--- src/rtl/pipe_chk_delay.sv ---
// Fixed-depth delay line carrying a valid bit and a data word; flush clears
// every valid bit (including the one being loaded) on the next edge.
module pipe_chk_delay #(
   parameter int DEPTH = 3,
   parameter int WIDTH = 8
) (
   input  logic             clk,
   input  logic             rst,
   input  logic             flush,
   input  logic             in_valid,
   input  logic [WIDTH-1:0] in_data,
   output logic             out_valid,
   output logic [WIDTH-1:0] out_data,
   output logic [DEPTH-1:0] valid_bits
);

   logic [WIDTH-1:0] data_reg  [DEPTH];
   logic             valid_reg [DEPTH];

   // Data needs no reset: it is only ever looked at alongside its valid bit.
   always_ff @(posedge clk) begin
      for (int i = DEPTH - 1; i > 0; i--) begin
         data_reg[i] <= data_reg[i-1];
      end
      data_reg[0] <= in_data;

      if (rst || flush) begin
         for (int i = 0; i < DEPTH; i++) begin
            valid_reg[i] <= 1'b0;
         end
      end else begin
         for (int i = DEPTH - 1; i > 0; i--) begin
            valid_reg[i] <= valid_reg[i-1];
         end
         valid_reg[0] <= in_valid;
      end
   end

   genvar gi;
   generate
      for (gi = 0; gi < DEPTH; gi++) begin : g_vbits
         assign valid_bits[gi] = valid_reg[gi];
      end
   endgenerate

   assign out_valid = valid_reg[DEPTH-1];
   assign out_data  = data_reg[DEPTH-1];

endmodule

--- config.mk ---
export PLATFORM = sky130hd
export DESIGN_NAME = pipe_chk_delay
export DESIGN_NICKNAME = d
export VERILOG_FILES = /design/src/rtl/pipe_chk_delay.sv
export SDC_FILE = /design/constraint.sdc
export NUM_CORES = 1
export LEC_CHECK = 0
export BUFFER_PORTS_ARGS = -buffer_cell sky130_fd_sc_hd__buf_2
export CAP_MARGIN = 5
export CORE_UTILIZATION = 43
export CTS_CLUSTER_DIAMETER = 80
export DETAILED_ROUTE_END_ITERATION = 16
export PLACE_DENSITY = 0.7
export REMOVE_ABC_BUFFERS = 1
export SKIP_LAST_GASP = 1
export SLEW_MARGIN = 20
export SYNTH_ARGS = -nofsm -noshare
export SYNTH_HDL_FRONTEND = slang
export SYNTH_SLANG_ARGS = --single-unit
--- constraint.sdc ---
create_clock -name clk -period 0.8 [get_ports clk]
set_input_delay 0.04 -clock clk [delete_from_list [all_inputs] [get_ports clk]]
set_output_delay 0.04 -clock clk [all_outputs]
set_load 0.02 [all_outputs]
* Yosys cells after proc, flatten, opt, wreduce, memory -nomap -nowiden
Memories as Yosys holds them, arrays and structs flattened.
Cells that the tools add are included.
W data, S select, Z words.
** Word-level totals
- Flip-flop bits (word level) :: 0
- RAM bits :: 27
- Bits of input ports :: 12
- Memories :: 2
** Cells by class
- Multiplexer cells :: 6
- Bitwise gates (word level) :: 3
- Reduce and logical (&&, ||, !) cells :: 1
** Memory list
- data_reg :: depth 3, width 8, rd ports 3, clocked after memory_dff 0, write ports 3, RTL line 17 : logic [WIDTH-1:0] data_reg [DEPTH];
- valid_reg :: depth 3, width 1, rd ports 3, clocked after memory_dff 0, write ports 3, RTL line 18 : logic valid_reg [DEPTH];
** Operators with widths (count)
- $mux W1 :: 6
- $or A1 B1 Y1 :: 3
- $logic_or A1 B1 Y1 :: 1

* Longest topological paths before layout
Gate-level depths: netlist of run 1.
- Depth after elaboration :: 4
- Gate-level depth with buffers :: 1

* Worst setup path before layout of run 1
OpenSTA, ideal clock, no wires.
- Path type :: flip-flop to flip-flop
- Start point :: memory valid_reg[0][0]
- End point :: memory valid_reg[1][0] (netlist: valid_reg[0][1])
- Arrival :: 0.586 ns
- Slack :: 0.134 ns
- Stages on the path, launching flop included :: 2
- Path buffers :: 0
- Period minus slack after synthesis :: 0.666 ns
- Cells stage by stage :: dfxtp_1 nor3b_1
** RTL lines (RTL line)
- start: declaration :: 18

==> metrics.csv, run 1 <==
metric,value,unit
die_x,40.3,microns
antenna_cells,0,
ios,24,
status,"complete, but fails checks",
cpLargestDelayFamily,flip-flops,
num_vias,328,
finalMaxSlewViolations,0,
grt_pass1_vias,288,
grtUsageMet2,0.190,
path_class,reg -> out,
cap_violations,0,
cts.path.max_buffers,2,
fp.dieH,40.3,microns
core,1330,sq um
largest_reg_flops,24,
fmax,1.20,GHz
gp_congestion,0.549,
grt_pass1_wl,1170,microns
top_usage_layer,met2,
fin_crit_sh,1.04,
rows,13,
cp_slowest_stage_delay,0.37,ns
layout_commonest_cell,dfxtp_1,
crit_chain,buf_6,
nets,81,
setup-tns-final,-0.191,ns
path_max_fanout,2,
cts_tree,built,
antenna_found_initial,0,
power.leakage,0.412,nW
syn_inst,39,
cts.sinks,27,
firstDrtPassIters,2,
hold_ws,0.335,ns
crit_buf_inv,1,
ys_ff_latch,27,
hold_class,reg -> reg,
setup_viol,12,
slew_headroom,0.903,
ir_worst_vdd,0.00185,V
hold_viol_final,0,
tightest_slew,0.145,ns
worstSetupStartpointType,register,
synthDistinctLibCells,3,
cts_buffers,3,
viasPerCell,3.95,
grt_max_degree,16,
placed_area,697,sq um
yosysWarnings,0,
drc_errors,0,
antenna_left,0,
drtIter0Drc,2,
place.port_buffers,23,
die-area,1620,sq um
final_cell_mix,"dfxtp_1, buf_6, dfxtp_2, dlygate4sd3_1, buf_2",
utilization,0.692,
fillerInstances,95,
timing.rr.start,valid_reg[0][0]$_SDFF_PP0_,
rsz0062_at_grt,true,
worst_slack,-0.0348,ns
critPathLaunch,valid_reg[0][2]$_SDFF_PP0_,
routed_wl,798,microns
routedWlPerCell,9.61,microns
use_met1,0.119,
grt_use_met3,0.0667,
clock-root-buffer,clkbuf_4,
cp_data_arrival_time,0.79,ns
floorplan.initialDensity,0.473,
clk_pin_slew_worst_paths,0.13,ns
h-tree-depth,1,
p_per_area,2320,nW/um^2
grt_use_total,0.123,
violations,negative setup slack,
drive_above_1_share,0.559,
cp_data_required_time,0.76,ns
finClkSkew,0.00129,ns
finalCriticalPeriod,0.835,ns
cp-end-kind,primary output,
min-delay-start,data_reg[0][13]$_DFF_P_,
netlist_area,631,sq um
syn_area_per_cell,16.2,sq um
insertion_delay,0.31,ns
post_cts_buffers,0,
grt_remaining_overflow,0,
crit_slowest_cell,dfxtp_2,
ys_seq_area_frac,0.857,
design_area,923,sq um
area_growth,46.4,%
[stage by stage]
stage	setup slack [ns]	std cells	total power, W
3_5_place_dp	0.258	68	0.00154
4_1_cts	-0.0370	83	0.00215
6_report	-0.0348	83	0.00214
5_1_grt	-0.0780	83	0.00225
3_3_place_gp	0.278	68	0.00154
2_1_floorplan	0.134	30	0.00149
[report_power, final]
part | switching [W] | internal, W | total (W)
Combinational | 0.0000542 | 0.000100 | 0.000155
Sequential | 0.0000201 | 0.00142 | 0.00144
Clock | 0.000363 | 0.000187 | 0.000550
Total | 0.000437 | 0.00170 | 0.00214
[Yosys cell counts (all sizes together)]
cell type | count | area [sq um]
buf | 9 | 67.6
dfxtp | 27 | 541
nor3b | 3 | 22.5
[final cells by class]
| cell class | count | area [sq um] | share of cell area |
|---|---|---|---|
| flip-flops and latches | 27 | 554 | 0.600 |
| repair buffers | 34 | 300 | 0.325 |
| multi-input cells | 3 | 22.5 | 0.0244 |
| clock inverters | 1 | 5.00 | 0.00542 |
| clock buffers | 3 | 22.5 | 0.0244 |
| well taps | 15 | 18.8 | 0.0203 |
[per-layer routing]
metal	vias up	part of all wire
li1	168	-
met1	148	0.42
met2	12	0.53
met3	0	0.050
met4	0	0
met5	-	0
[path summary, 6_finish.rpt]
kind | end | slack [ns] | depth (start not counted)
setup / recovery | valid_bits[2] | -0.03 | 1
hold / removal | data_reg[0][21]$_DFF_P_ | 0.33 | 0
setup reg to reg | valid_reg[0][1]$_SDFF_PP0_ | 0.21 | 1
hold reg to reg | data_reg[0][21]$_DFF_P_ | 0.33 | 0
[cells by family after synthesis]
group | Yosys count | synth area share
buf+inv | 9 | 0.107
flops | 27 | 0.857
simple gates | 3 | 0.0357
[repair_timing]
action	4_1_cts	5_1_grt
hold endpoints to repair	11	0
cloned	0	0
setup endpoints to repair	12	12
pin swaps	0	0
hold buffers	11	0
gates resized for setup	34	1
Note: power is estimated with default switching activity, not from simulation.
==> run 2: changes to the inputs <==
GPL_TIMING_DRIVEN = 0   (was not set)
==> metrics.csv, run 2 (same netlist as run 1, synthesis figures left out) <==
metric,value,unit
status,"complete, but fails checks",
violations,negative setup slack,
ir_worst_vdd,0.000977,V
crit_chain,buf_6,
drtIter0Drc,2,
crit_buf_inv,1,
routed_wl,726,microns
critPathLaunch,valid_reg[0][2]$_SDFF_PP0_,
cts_buffers,3,
drc_errors,0,
antenna_cells,0,
hold_class,reg -> reg,
layout_commonest_cell,dfxtp_1,
hold_viol_final,0,
place.port_buffers,23,
antenna_found_initial,0,
placed_cells,68,
finClkSkew,0.0104,ns
routedWlPerCell,8.75,microns
finalNonFillerCells,83,
cp.depth,1,
path_max_fanout,2,
power_switching,0.000426,W
combPwrFrac,0.073,
critPathCapture,valid_bits[2],
cp_data_arrival_time,0.79,ns
final_cell_mix,"dfxtp_1, buf_6, dfxtp_2, dlygate4sd3_1, buf_2",
power.leakage,0.412,nW
cp_data_required_time,0.76,ns
path_class,reg -> out,
rows,13,
viasPerCell,3.99,
cpLargestDelayFamily,flip-flops,
gp_congestion,0.551,
finalMaxSlewViolations,0,
antenna_left,0,
cp_slowest_stage_delay,0.37,ns
num_vias,331,
cts.sinks,27,
core,1330,sq um
die_x,40.3,microns
worstSetupStartpointType,register,
h-tree-depth,1,
fp.dieH,40.3,microns
worst_slack,-0.0342,ns
cts_tree,built,
setup_viol,7,
firstDrtPassIters,2,
grt_remaining_overflow,0,
fillerInstances,86,
rsz0062_at_grt,true,
p_clk_frac,0.253,
crit_slowest_cell,dfxtp_2,
cp-end-kind,primary output,
drive_above_1_share,0.559,
cap_violations,0,
grt_max_degree,16,
r2r-end,valid_reg[0][2]$_SDFF_PP0_,
cts.path.max_buffers,2,
ios,24,
clock-root-buffer,clkbuf_4,
finalCriticalPeriod,0.834,ns
r2r_slack,0.21,ns
reg2reg_depth,1,
design_area,923,sq um
grt_pass1_wl,1030,microns
clk_pin_slew_worst_paths,0.13,ns
insertion_delay,0.31,ns
tightest_slew,0.150,ns
p_per_area,2310,nW/um^2
grt_pass1_vias,271,
die-area,1620,sq um
p_int,0.00170,W
grt_use_total,0.106,
power_frac_seq,0.674,
fin_crit_sh,1.04,
fmax,1.20,GHz
slew_headroom,0.900,
largest_reg_flops,24,
timing.rr.start,valid_reg[0][1]$_SDFF_PP0_,
nets,81,
area_growth,46.4,%
floorplan.initialDensity,0.473,
swShare,0.200,
placed_area,697,sq um
## run 2: cell counts in the layout (fill, tap and decap cells not counted)
Identical to the previous run, type by type.
## run 2: how the worst min path moves through the flow
stage	startpoint	to	slack (ns)	cells past startpoint
6_report	data_reg[0][8]$_DFF_P_	data_reg[0][16]$_DFF_P_	0.34	0
5_1_grt	in_data[2]	data_reg[0][2]$_DFF_P_	0.32	2
4_1_cts	in_data[7]	data_reg[0][7]$_DFF_P_	0.34	2
3_5_place_dp	in_data[4]	data_reg[0][4]$_DFF_P_	0.14	1
3_3_place_gp	in_data[0]	data_reg[0][0]$_DFF_P_	0.14	1
2_1_floorplan	in_data[0]	data_reg[0][0]$_DFF_P_	0.07	0
## run 2: power groups by stage
stage	logic [W]	registers [W]	clock network, W
detailed placement	0.0000850	0.00146	0
floorplan	0.00000294	0.00149	0
finish	0.000154	0.00144	0.000539
global route	0.000166	0.00144	0.000636
CTS	0.000154	0.00144	0.000570
global placement	0.0000844	0.00145	0
## run 2: layout make-up
class	instances	area, sq um	share of cell area
Multi-Input combinational cell	3	22.5	0.0244
Timing Repair Buffer	34	300	0.325
Sequential cell	27	554	0.600
Clock inverter	1	5.00	0.00542
Tap cell	15	18.8	0.0203
Clock buffer	3	22.5	0.0244
## run 2: repair_timing
item / 4_1_cts / 5_1_grt
setup endpoints to repair: 12 / 12
endpoints found under the hold margin: 11 / 0
hold buffers: 11 / 0
gates resized for setup: 35 / 0
buffers inserted: 0 / 0
## run 2: per-layer routing
layer	share of wire	global-route usage
met1	0.40	0.108
met5	0	0
met3	0.055	0.0500
met4	0	0.100
met2	0.54	0.157
## run 2: through the flow
stage	hold slack (ns)	utilization	setup WS (ns)	setup TNS [ns]	power [W]
finish	0.335	0.692	-0.0342	-0.146	0.00213
global route	0.319	0.692	-0.0769	-0.711	0.00224
CTS	0.335	0.692	-0.0495	-0.325	0.00216
detailed placement	0.144	0.523	0.261	0	0.00154
global placement	0.143	0.523	0.264	0	0.00154
floorplan	0.0677	-	0.134	0	0.00149
